<file path="config.mk">
export PLATFORM = sky130hd
export DESIGN_NAME = max_err_monitor
export DESIGN_NICKNAME = d
export VERILOG_FILES = /design/src/rtl/max_err_monitor.sv
export SDC_FILE = /design/constraint.sdc
export NUM_CORES = 1
export LEC_CHECK = 0
export BUFFER_PORTS_ARGS = -buffer_cell sky130_fd_sc_hd__buf_2
export CAP_MARGIN = 30
export CORE_ASPECT_RATIO = 0.9
export CORE_MARGIN = 3
export CORE_UTILIZATION = 58
export DETAILED_ROUTE_END_ITERATION = 10
export GPL_TIMING_DRIVEN = 0
export PLACE_DENSITY = 0.85
export SYNTH_ARGS = -nofsm -noshare
export SYNTH_HDL_FRONTEND = slang
export SYNTH_SLANG_ARGS = --single-unit
export TNS_END_PERCENT = 100
</file>
<file path="constraint.sdc">
create_clock -name clk -period 4.8 [get_ports clk]
set_input_delay 0.96 -clock clk [delete_from_list [all_inputs] [get_ports clk]]
set_output_delay 0.96 -clock clk [all_outputs]
set_load 0.01 [all_outputs]
</file>
<file path="src/rtl/max_err_monitor.sv">
//==============================================================================
// max_err_monitor -- compares exact/approx max-circuit words over a fixed run.
// Optional macro MAX_ERR_ABS_EN builds absolute-error tracking.  Rev 1.0
//==============================================================================
`default_nettype none

module max_err_monitor #(
    parameter int W         = 5,
    parameter int CNT_W     = 16,
    parameter int N_SAMPLES = 1000
) (
    input  logic             clk,
    input  logic             rst_n,
    input  logic             start,
    input  logic             in_valid,
    output logic             in_ready,
    input  logic [W-1:0]     exact,
    input  logic [W-1:0]     approx,
    output logic             busy,
    output logic             done,
    output logic [CNT_W-1:0] sample_count,
    output logic [CNT_W-1:0] err_count,
    output logic [CNT_W-1:0] bit_err_sum,
    output logic [W-1:0]     max_abs_err
);

    localparam int PW = $clog2(W + 1);

    localparam logic [1:0] S_IDLE  = 2'd0;
    localparam logic [1:0] S_RUN   = 2'd1;
    localparam logic [1:0] S_DRAIN = 2'd2;
    localparam logic [1:0] S_DONE  = 2'd3;

    logic [1:0]       state_q, state_d;
    logic             drain_q, drain_d;
    logic             s1_valid_q;
    logic [W-1:0]     s1_xor_q;
    logic [CNT_W-1:0] sample_q, err_q, bits_q;
    logic             xfer, run_start, last_xfer;
    logic [PW-1:0]    pop;
    logic [CNT_W:0]   bits_sum;

    assign in_ready  = (state_q == S_RUN);
    assign busy      = (state_q == S_RUN) || (state_q == S_DRAIN);
    assign done      = (state_q == S_DONE);
    assign xfer      = in_valid && in_ready;
    assign run_start = (state_q == S_IDLE) && start;
    assign last_xfer = xfer && (sample_q == CNT_W'(N_SAMPLES - 1));

    always_comb begin
        state_d = state_q;
        drain_d = drain_q;
        case (state_q)
            S_IDLE:  if (start) state_d = S_RUN;
            S_RUN: begin
                if (last_xfer) begin
                    state_d = S_DRAIN;
                    drain_d = 1'b0;
                end
            end
            S_DRAIN: begin
                if (drain_q) state_d = S_DONE;
                drain_d = 1'b1;
            end
            default: state_d = S_IDLE;
        endcase
    end

    always_comb begin
        pop = '0;
        for (int i = 0; i < W; i++) pop = pop + PW'(s1_xor_q[i]);
    end

    // One extra bit catches the carry so the sum clamps instead of wrapping.
    assign bits_sum = {1'b0, bits_q} + (CNT_W + 1)'(pop);

    always_ff @(posedge clk or negedge rst_n) begin
        if (!rst_n) begin
            state_q    <= S_IDLE;
            drain_q    <= 1'b0;
            s1_valid_q <= 1'b0;
            s1_xor_q   <= '0;
            sample_q   <= '0;
            err_q      <= '0;
            bits_q     <= '0;
        end else begin
            state_q    <= state_d;
            drain_q    <= drain_d;
            s1_valid_q <= xfer;
            s1_xor_q   <= exact ^ approx;
            if (run_start) begin
                sample_q <= '0;
                err_q    <= '0;
                bits_q   <= '0;
            end else begin
                if (xfer) sample_q <= sample_q + 1'b1;
                if (s1_valid_q) begin
                    if ((s1_xor_q != '0) && (err_q != '1)) err_q <= err_q + 1'b1;
                    bits_q <= bits_sum[CNT_W] ? '1 : bits_sum[CNT_W-1:0];
                end
            end
        end
    end

`ifdef MAX_ERR_ABS_EN
    logic [W-1:0] s1_diff_q, max_q;

    always_ff @(posedge clk or negedge rst_n) begin
        if (!rst_n) begin
            s1_diff_q <= '0;
            max_q     <= '0;
        end else begin
            s1_diff_q <= (exact >= approx) ? (exact - approx) : (approx - exact);
            if (run_start)
                max_q <= '0;
            else if (s1_valid_q && (s1_diff_q > max_q))
                max_q <= s1_diff_q;
        end
    end

    assign max_abs_err = max_q;
`else
    assign max_abs_err = '0;
`endif

    assign sample_count = sample_q;
    assign err_count    = err_q;
    assign bit_err_sum  = bits_q;

endmodule

`default_nettype wire

</file>
==> results of run 1 <==
[sequential cells by signal (all words and copies together), names as in the netlist]
signal / count
s1_valid_q: 1
sample_count: 16
err_count: 16
state_q: 2
s1_xor_q: 5
drain_q: 1
bit_err_sum: 16
[power groups by stage]
stage	sequential [uW]	combinational [uW]	clock, uW
after floorplan	718	355	0
after global placement	692	547	0
after detailed placement	699	578	0
after CTS	694	590	567
after global routing	715	676	589
final	697	587	565
[layout by cell type, fill, tap and decap left out, types with 2 or more instances in the layout]
cell and n:
conb_1 5, buf_4 5, xor2_1 15, or3_1 3
o21ai_2 2, inv_1 11, nand3_1 9, a21oi_1 10
a211oi_1 4, buf_2 65, and3_1 8, nor3b_1 3
a31oi_1 8, fa_1 3, nor4b_1 2, o21bai_1 2
o21ai_0 9, xnor2_1 20, and4_1 2, nand2b_1 2
mux2i_1 3, nor2_1 39, a311oi_1 3, nand2_1 21
nand4_1 11, nor4_1 5, nor2b_1 2, ha_1 10
and2_1 3, clkbuf_1 8, clkbuf_8 10, bufinv_16 3
nor3_1 13, dfrtp_1 57
[cells in the mapped netlist, types with 3 or more instances]
library cell | instances | area share, %
nor4_1 | 5 | 1.0
ha_1 | 10 | 4.1
xnor2_1 | 20 | 5.7
mux2i_1 | 3 | 0.98
a311oi_1 | 3 | 0.86
and2_1 | 3 | 0.61
clkbuf_1 | 7 | 0.86
dfrtp_1 | 57 | 47
or3_1 | 3 | 0.61
fa_1 | 3 | 2.0
a211oi_1 | 4 | 0.98
nand3_1 | 9 | 1.5
and3_1 | 8 | 1.6
o21ai_0 | 9 | 1.5
inv_1 | 11 | 1.3
nand2_1 | 21 | 2.6
nor2_1 | 39 | 4.8
nand4_1 | 11 | 2.2
nor3b_1 | 3 | 0.73
buf_4 | 5 | 1.2
a21oi_1 | 10 | 1.6
nor3_1 | 13 | 2.1
a31oi_1 | 8 | 1.6
xor2_1 | 15 | 4.3
[area by class of cell]
cell class / count / share of cell area, %
inverter: 11 / 1.103
multi-input combinational: 231 / 41.20
tap: 65 / 2.172
clock inverter: 5 / 2.740
sequential: 57 / 38.09
clock buffer: 11 / 3.775
timing repair buffer: 65 / 9.088
buffer: 13 / 1.838
[worst reg2reg max path, stage by stage (launching register included)]
cell and delay [ns]:
dfrtp_1 0.41, fa_1 0.54, inv_1 0.05, fa_1 0.49, inv_1 0.05, ha_1 0.20
fa_1 0.41, a21oi_1 0.26, and4bb_2 0.30, nor2b_1 0.30, a311oi_1 0.15
[how the worst max path moves through the flow]
stage / endpoint / slack (ns) / startpoint / depth (start not counted)
finish: bit_err_sum[8]$_DFFE_PN0P_ / 1.50 / bit_err_sum[0]$_DFFE_PN0P_ / 10
global route: bit_err_sum[14]$_DFFE_PN0P_ / 1.31 / bit_err_sum[0]$_DFFE_PN0P_ / 10
CTS: bit_err_sum[11]$_DFFE_PN0P_ / 1.53 / bit_err_sum[0]$_DFFE_PN0P_ / 11
detailed placement: bit_err_sum[11]$_DFFE_PN0P_ / 1.54 / bit_err_sum[0]$_DFFE_PN0P_ / 11
global placement: bit_err_sum[8]$_DFFE_PN0P_ / 1.60 / bit_err_sum[0]$_DFFE_PN0P_ / 10
floorplan: bit_err_sum[11]$_DFFE_PN0P_ / 1.73 / bit_err_sum[0]$_DFFE_PN0P_ / 11
[stage by stage]
step	power, uW	hold WS (ns)	cell area (um^2)	cells
finish	1849	0.5157	3745	458
floorplan	1073	0.4902	3079	312
CTS	1851	0.5331	3745	458
detailed placement	1278	0.5463	3501	442
global route	1981	0.5409	3745	458
global placement	1239	0.5082	3481	441
[cell families after synthesis]
| kind of cell | synth area share (%) |
|---|---|
| buffers and inverters | 3.593 |
| multiplexers | 1.470 |
| AND/OR/NAND/NOR | 22.91 |
| AO/OA/AOI/OAI | 9.310 |
| other | 0.1224 |
| adder cells (fa/ha/maj) | 6.043 |
| flip-flops | 46.55 |
| XOR/XNOR | 10.00 |
[layer usage]
| layer | track usage [%] | routed length (um) | vias up |
|---|---|---|---|
| li1 | - | - | 1246 |
| met1 | 32.45 | 3020 | 1327 |
| met2 | 39.86 | 3593 | 74 |
| met3 | 8.493 | 373 | 13 |
| met4 | 9.074 | 114 | 0 |
| met5 | 0 | 0 | - |
==> flow_summary_export.csv, run 1 <==
group,metric,value,unit
grt,grt_pass1_wl,11650,um
setup_path,cp_top_family,"adder cells",
grt,antenna_found_initial,0,
cells_and_area,seq_area,0.001426,mm^2
cells_and_area,finalNetCount,415,
route,detail-route-antenna-nets,0,
setup_path,regToRegSetupSlack,1.50,ns
status,status,"complete, no violations",
timing,rsz0062_at_grt,"no",
synth,syn_area,0.003064,mm^2
cells_and_area,antennaDiodeCount,0,
grt,grt_pass1_vias,2580,
power_and_ir_drop,p_sw,658.0,uW
floorplanning,ioPinCount,70,
setup_path,cp_slowest_cell,"fa_1",
route,first_iter_violations,137,
power_and_ir_drop,swShare,35.58,%
clock_tree,cts_tree,"yes",
flow_run,cap_violations,0,
place,port_buffers,64,
floorplanning,die_h,74.96,um
floorplanning,die_x,82.62,um
floorplanning,num_rows,24,
cells_and_area,area_growth,22.21,%
cells_and_area,layout-drive-gt1-share,24.43,%
setup_path,arrival,3.52,ns
clock_tree,htreeDepth,3,
timing,setup_violations,0,
route,routedWlPerCell,15.51,um
clock_tree,numCtsBuffers,9,
grt,grt_remaining_overflow,0,
power_and_ir_drop,seq_power_share,37.7,%
timing,setup_ws,1.503,ns
grt,grt_usage,25.18,%
cells_and_area,multiInputGateArea,0.001543,mm^2
setup_path,path_buf_inv,2,
timing,clock_skew,0.007356,ns
route,viasPerCell,5.808,
setup_path,path_max_fanout,5,
clock_tree,cts_setup_buffers,0,
clock_tree,cts_buffer_depth,2,
place,dp_hpwl,5074,um
setup_path,r2r_end,"bit_err_sum[8]$_DFFE_PN0P_",
route,vias,2660,
synth,synthCells,308,
synth,synth-edff-count,0,
clock_tree,cts_resized,0,
timing,fmax,303.3,MHz
cells_and_area,utilization,75.13,%
setup_path,cp-start-kind,"register",
power_and_ir_drop,p_leak,0.001684,uW
hold_path,hold_path.class,"in -> async",
synth,synth_seq_area_share,46.55,%
synth,ys_seq_elements,57,
clock_tree,clock-sinks,57,
clock_tree,clk_latency,0.35,ns
route,drc,0,
floorplanning,start_util,61.47,%
timing,slew_headroom,61.00,%
synth,ys_warn_count,0,
synth,yosys_most_used_dff,"dfrtp_1",
cells_and_area,nFillCells,364,
timing,drv_slew,0,
floorplanning,dieArea,0.006192,mm^2
timing,fin_setup_tns,0,ns
timing,worstMarginPinSlew,0.5805,ns
power_and_ir_drop,p_int,1191,uW
setup_path,crit-reg2reg-launch,"bit_err_sum[0]$_DFFE_PN0P_",
setup_path,max_stage_delay,0.54,ns
route,drt-pass1-iter-count,4,
setup_path,cpMostUsedCell,"fa_1",
synth,yosysUniqueCellTypes,46,
place,pre_cts_slack,1.540,ns
timing,min_period,3.297,ns
grt,grt_max_degree,43,
setup_path,worst_ep_required_time,5.02,ns
setup_path,critical_path_class,"reg -> reg",
route,drt_wl_total,7102,um
clock_tree,hold_buffers,0,
timing,finalHoldViolCount,0,
synth,synthArstFlopShare,100.0,%
power_and_ir_drop,power_density,493.8,mW/mm^2
power_and_ir_drop,ir_drop,0.2669,mV
timing,period_share,68.70,%
floorplanning,core,0.004985,mm^2
clock_tree,ctsRootBufferMaster,"clkbuf_8",
synth,avgSynthCellArea,9.949,um^2
place,gp_congestion,0.8856,
setup_path,cp-end-kind,"register",
setup_path,reg2reg_depth,10,
setup_path,crit_chain,"fa_1 > inv_1 > fa_1 > inv_1 > ha_1 > fa_1 > a21oi_1 > and4bb_2 > nor2b_1 > a311oi_1",
power_and_ir_drop,power_frac_comb,31.7,%
clock_tree,cts.clk_slew.worst_paths,0.07,ns
power_and_ir_drop,clockPowerShare,30.5,%
Note: power is estimated with default switching activity, not from simulation.
==> run 2: changes to the inputs <==
--- a/config.mk
+++ b/config.mk
@@ -9,10 +9,10 @@
 export CAP_MARGIN = 30
 export CORE_ASPECT_RATIO = 0.9
 export CORE_MARGIN = 3
-export CORE_UTILIZATION = 58
+export CORE_UTILIZATION = 54
 export DETAILED_ROUTE_END_ITERATION = 10
 export GPL_TIMING_DRIVEN = 0
-export PLACE_DENSITY = 0.85
+export PLACE_DENSITY = 0.8
 export SYNTH_ARGS = -nofsm -noshare
 export SYNTH_HDL_FRONTEND = slang
 export SYNTH_SLANG_ARGS = --single-unit
==> constraint.sdc (replaced) <==
create_clock -name clk -period 3.3 [get_ports clk]
set_input_delay 0.66 -clock clk [delete_from_list [all_inputs] [get_ports clk]]
set_output_delay 0.66 -clock clk [all_outputs]
set_load 0.01 [all_outputs]
==> run 2 against run 1 <==
Clock skew rose by 0.0027 ns. Sequential power rose by 45%. Via count fell by 3.3%. First-iteration DRC count fell by 26%. Critical endpoint is now bit_err_sum[7]$_DFFE_PN0P_.
==> flow_summary_export.csv, run 2 (synthesized netlist as in run 1, its figures left out) <==
group,metric,value,unit
floorplanning,die_x,85.41,um
setup_path,crit_chain,"fa_1 > inv_1 > fa_1 > inv_1 > ha_1 > fa_2 > a21oi_2 > and4bb_2 > nand2b_1 > a21oi_1 > a211oi_1",
route,drt-pass1-iter-count,5,
grt,met1_usage,28.81,%
clock_tree,clk_latency,0.33,ns
setup_path,path_buf_inv,2,
cells_and_area,multiInputGateArea,0.001559,mm^2
clock_tree,ctsRootBufferMaster,"clkbuf_8",
clock_tree,cts.clk_slew.worst_paths,0.06,ns
power_and_ir_drop,power_density,658.5,mW/mm^2
clock_tree,cts_buffer_depth,2,
flow_run,cap_violations,0,
timing,clock_skew,0.01002,ns
place,gp_congestion,0.8839,
timing,fin_setup_tns,0,ns
cells_and_area,instances_no_fill,458,
grt,grt_pass1_wl,11660,um
floorplanning,core,0.005380,mm^2
floorplanning,dieArea,0.006616,mm^2
grt,grt_max_degree,34,
setup_path,worst_ep_required_time,3.48,ns
grt,use_met2,35.40,%
setup_path,max_stage_delay,0.55,ns
timing,finalHoldViolCount,0,
cells_and_area,antennaDiodeCount,0,
route,routedWlPerCell,15.00,um
grt,busiest_layer,"met2",
setup_path,cp_slowest_cell,"fa_1",
power_and_ir_drop,seq_power_share,41.8,%
setup_path,cp-start-kind,"register",
power_and_ir_drop,power_frac_comb,35.2,%
power_and_ir_drop,p_int,1525,uW
clock_tree,cts_tree,"yes",
setup_path,path_max_fanout,5,
timing,setup_ws,0.1936,ns
cells_and_area,final_area,0.003682,mm^2
grt,grt_pass1_vias,2513,
route,drc,0,
clock_tree,cts_setup_buffers,0,
cells_and_area,layout-drive-gt1-share,24.81,%
timing,drv_slew,0,
place,dp_hpwl,5106,um
cells_and_area,seq_area,0.001426,mm^2
place,port_buffers,64,
setup_path,arrival,3.29,ns
timing,hold_ws,0.3380,ns
cells_and_area,finalNetCount,415,
grt,grt_usage,22.23,%
route,vias,2572,
place,numPlacedInstances,444,
setup_path,critical_path_class,"reg -> reg",
cells_and_area,nFillCells,445,
grt,antenna_found_initial,0,
hold_path,hold_path.class,"in -> async",
timing,setup_violations,0,
power_and_ir_drop,ir_drop,0.5495,mV
place,pre_cts_slack,0.01764,ns
place,placed_cell_area,0.003503,mm^2
route,drt_wl_total,6869,um
floorplanning,die_h,77.47,um
cells_and_area,final_cell_mix,"65 x buf_2, 57 x dfrtp_1, 38 x nor2_1",
power_and_ir_drop,clockPowerShare,23.1,%
timing,worstMarginPinSlew,0.6122,ns
timing,rsz0062_at_grt,"no",
route,detail-route-antenna-nets,0,
setup_path,regToRegSetupSlack,0.19,ns
timing,slew_headroom,59.19,%
clock_tree,numCtsBuffers,9,
power_and_ir_drop,p_leak,0.001648,uW
floorplanning,ioPinCount,70,
cells_and_area,area_growth,20.17,%
floorplanning,num_rows,25,
setup_path,cp_top_family,"adder cells",
floorplanning,start_util,56.95,%
power_and_ir_drop,swShare,37.13,%
timing,min_period,3.106,ns
setup_path,cp-end-kind,"register",
grt,grt_remaining_overflow,0,
timing,fmax,321.9,MHz
clock_tree,htreeDepth,3,
cells_and_area,mostFrequentLayoutCell,"buf_2",
power_and_ir_drop,p_sw,900.2,uW
clock_tree,clock-sinks,57,
grt,use_met3,6.051,%
route,viasPerCell,5.616,
route,first_iter_violations,101,
timing,period_share,94.13,%
status,status,"complete, no violations",
[run 2: cell count changes in the layout (fill, tap and decap cells not counted), sizes merged]
cell,delta
clkinvlp,-1
clkbuf,+3
bufinv,-3
clkinv,-1
[run 2: layout make-up]
class | instances | area share, %
tap | 67 | 2.277
buffer | 13 | 1.869
timing repair buffer | 65 | 9.242
multi-input combinational | 231 | 42.34
clock buffer | 14 | 4.417
sequential | 57 | 38.74
inverter | 11 | 1.121
[run 2: worst paths after layout]
check / start / end / depth (start not counted)
setup / recovery: bit_err_sum[0]$_DFFE_PN0P_ / bit_err_sum[7]$_DFFE_PN0P_ / 11
hold / removal: rst_n / err_count[4]$_DFFE_PN0P_ / 1
setup reg to reg: bit_err_sum[0]$_DFFE_PN0P_ / bit_err_sum[7]$_DFFE_PN0P_ / 11
hold reg to reg: drain_q$_DFFE_PN0P_ / drain_q$_DFFE_PN0P_ / 2
max in group asynchronous: rst_n / bit_err_sum[7]$_DFFE_PN0P_ / 2
min in group clk: exact[1] / s1_xor_q[1]$_DFF_PN0_ / 2
[run 2: timing repair]
item	CTS	global route
setup endpoints to repair	0	8
resized for setup	0	5
hold buffers	0	0
[run 2: power groups by stage]
stage	clock [uW]	combinational (uW)	sequential [uW]
3_3_place_gp	0	795	1010
2_1_floorplan	0	516	1040
3_5_place_dp	0	832	1020
4_1_cts	569	839	1010
5_1_grt	603	979	1030
6_report	559	853	1010
[run 2: routing by layer]
metal  part of all wire, %  wire length, um
met3                   5.5              379
met1                    44             3010
met4                   1.6              110
met2                    49             3368
met5                     0                0
[run 2: stage by stage]
stage / utilization, % / total power (uW)
5_1_grt: 68.44 / 2616
3_3_place_gp: 64.74 / 1805
6_report: 68.44 / 2425
4_1_cts: 68.14 / 2417
2_1_floorplan: - / 1561
3_5_place_dp: 65.12 / 1852
==> run 3: changes to the inputs <==
--- a/config.mk
+++ b/config.mk
@@ -5,7 +5,7 @@
 export SDC_FILE = /design/constraint.sdc
 export NUM_CORES = 1
 export LEC_CHECK = 0
-export BUFFER_PORTS_ARGS = -buffer_cell sky130_fd_sc_hd__buf_2
+export BUFFER_PORTS_ARGS = -buffer_cell sky130_fd_sc_hd__clkbuf_2
 export CAP_MARGIN = 30
 export CORE_ASPECT_RATIO = 0.9
 export CORE_MARGIN = 3
==> run 3 against run 2 <==
Non-clock buffer count fell by 1. Core utilization grew 0.67 points. Combinational power up 0.6%. Final cell count grew 0.22%. Die area stayed put. Sequential power is essentially flat. Register-to-register slack about the same. Sequential share of layout area is 0.38 points lower. Count of clock-buffer cells in the layout rose by 1. Largest cell class unchanged.
==> flow_summary_export.csv, run 3 (synthesized netlist as in run 1, its figures left out) <==
group,metric,value,unit
clock_tree,cts_tree,"yes",
setup_path,cp-end-kind,"register",
floorplanning,ioPinCount,70,
hold_path,hold_path.class,"in -> async",
timing,min_period,3.099,ns
clock_tree,htreeDepth,3,
clock_tree,cts_buffer_depth,2,
setup_path,worst_ep_required_time,3.49,ns
place,numPlacedInstances,443,
clock_tree,hold_buffers,0,
power_and_ir_drop,ir_drop,0.5309,mV
route,first_iter_violations,119,
cells_and_area,mostFrequentLayoutCell,"clkbuf_2",
route,drc,0,
clock_tree,cts_setup_buffers,0,
floorplanning,die_x,85.41,um
power_and_ir_drop,power_frac_comb,33.8,%
setup_path,cp_top_family,"adder cells",
setup_path,regToRegSetupSlack,0.20,ns
power_and_ir_drop,p_int,1611,uW
cells_and_area,area_growth,21.36,%
clock_tree,cts_resized,0,
setup_path,cp_slowest_cell,"fa_1",
setup_path,crit_chain,"fa_1 > inv_1 > fa_1 > inv_1 > ha_1 > fa_2 > a21oi_2 > and4bb_2 > o21bai_1 > a21oi_1 > a211oi_1",
setup_path,critical_path_class,"reg -> reg",
timing,worstMarginPinSlew,0.7616,ns
power_and_ir_drop,clockPowerShare,26.1,%
grt,grt_remaining_overflow,0,
power_and_ir_drop,p_sw,926.9,uW
cells_and_area,final_cell_mix,"63 x clkbuf_2, 57 x dfrtp_1, 39 x nor2_1",
route,vias,2586,
cells_and_area,finalNetCount,414,
clock_tree,cts.clk_slew.worst_paths,0.07,ns
timing,drv_slew,0,
setup_path,reg2reg_depth,11,
power_and_ir_drop,total_power,2538,uW
setup_path,r2r_end,"bit_err_sum[9]$_DFFE_PN0P_",
route,detail-route-antenna-nets,0,
setup_path,arrival,3.29,ns
timing,slew_headroom,49.23,%
timing,setup_violations,0,
setup_path,crit-reg2reg-launch,"bit_err_sum[0]$_DFFE_PN0P_",
timing,clock_skew,0.007803,ns
setup_path,path_max_fanout,5,
power_and_ir_drop,power_density,682.4,mW/mm^2
grt,grt_usage,21.81,%
timing,finalHoldViolCount,0,
floorplanning,num_rows,25,
power_and_ir_drop,seq_power_share,40.1,%
cells_and_area,antennaDiodeCount,0,
power_and_ir_drop,swShare,36.53,%
place,dp_hpwl,4789,um
cells_and_area,instances_no_fill,459,
floorplanning,start_util,56.95,%
route,drt-pass1-iter-count,4,
floorplanning,die_h,77.47,um
route,routedWlPerCell,14.68,um
setup_path,max_stage_delay,0.55,ns
flow_run,cap_violations,0,
timing,hold_ws,0.4170,ns
clock_tree,clk_latency,0.34,ns
floorplanning,core,0.005380,mm^2
route,viasPerCell,5.634,
place,gp_congestion,0.8754,
timing,fmax,322.7,MHz
power_and_ir_drop,p_leak,0.001698,uW
clock_tree,numCtsBuffers,9,
timing,period_share,93.91,%
place,port_buffers,64,
grt,antenna_found_initial,0,
grt,grt_pass1_wl,11420,um
route,drt_wl_total,6736,um
floorplanning,dieArea,0.006616,mm^2
grt,grt_max_degree,58,
setup_path,cp-start-kind,"register",
setup_path,path_buf_inv,2,
grt,grt_pass1_vias,2428,
cells_and_area,layout-drive-gt1-share,25.51,%
clock_tree,ctsRootBufferMaster,"clkbuf_8",
clock_tree,clock-sinks,57,
status,status,"complete, no violations",
[run 3: changes by cell type in the layout (fill, tap and decap cells not counted), sizes merged]
| cell | previous run | this run |
|---|---|---|
| buf | 71 | 6 |
| clkbuf | 21 | 86 |
| clkinv | 0 | 1 |
[run 3: final cells by class]
cell class / count / area (um^2)
Buffer: 13 / 68.82
Clock buffer: 15 / 206.4
Clock inverter: 1 / 5.005
Fill cell: 435 / 1662
Inverter: 11 / 41.29
Multi-Input combinational cell: 231 / 1564
Sequential cell: 57 / 1426
Tap cell: 67 / 83.83
Timing Repair Buffer: 64 / 322.8
[run 3: per-stage QoR]
stage            TNS, ns  setup slack, ns  area [um^2]  util, %
2_1_floorplan          0           0.2298         3079        -
3_3_place_gp           0          0.07988         3483    64.74
3_5_place_dp           0          0.02093         3486    64.79
4_1_cts                0         0.007474         3697    68.72
5_1_grt        -0.009152        -0.009152         3719    69.12
6_report               0           0.2009         3719    69.12
[run 3: how the worst max path moves through the flow]
stage	startpoint	end	slack (ns)	cells past startpoint
5_1_grt	bit_err_sum[0]$_DFFE_PN0P_	bit_err_sum[8]$_DFFE_PN0P_	-0.009	10
3_3_place_gp	bit_err_sum[0]$_DFFE_PN0P_	bit_err_sum[8]$_DFFE_PN0P_	0.08	10
3_5_place_dp	bit_err_sum[0]$_DFFE_PN0P_	bit_err_sum[8]$_DFFE_PN0P_	0.02	10
4_1_cts	bit_err_sum[0]$_DFFE_PN0P_	bit_err_sum[8]$_DFFE_PN0P_	0.007	10
2_1_floorplan	bit_err_sum[0]$_DFFE_PN0P_	bit_err_sum[11]$_DFFE_PN0P_	0.23	11
6_report	bit_err_sum[0]$_DFFE_PN0P_	bit_err_sum[9]$_DFFE_PN0P_	0.20	11
[run 3: power by group through the flow]
stage / clock network, uW / registers [uW] / logic [uW]
CTS: 680 / 1010 / 839
detailed placement: 0 / 1020 / 829
finish: 662 / 1020 / 858
global route: 711 / 1040 / 983
global placement: 0 / 1010 / 793
floorplan: 0 / 1040 / 516
[run 3: worst register-to-register path: cells and delay by family (launching register included)]
family          cells  cell delay, ns
simple gates        1            0.30
flops               1            0.41
fa+ha+maj           4            1.59
compound gates      4            0.58
buf+inv             2            0.09
[run 3: routing by layer]
layer	share of wire, %	GRT usage [%]	vias up
met1	44	28.28	1257
met5	0	0	-
met2	48	35.09	84
met4	1.3	6.646	0
li1	-	-	1235
met3	6.6	6.688	10
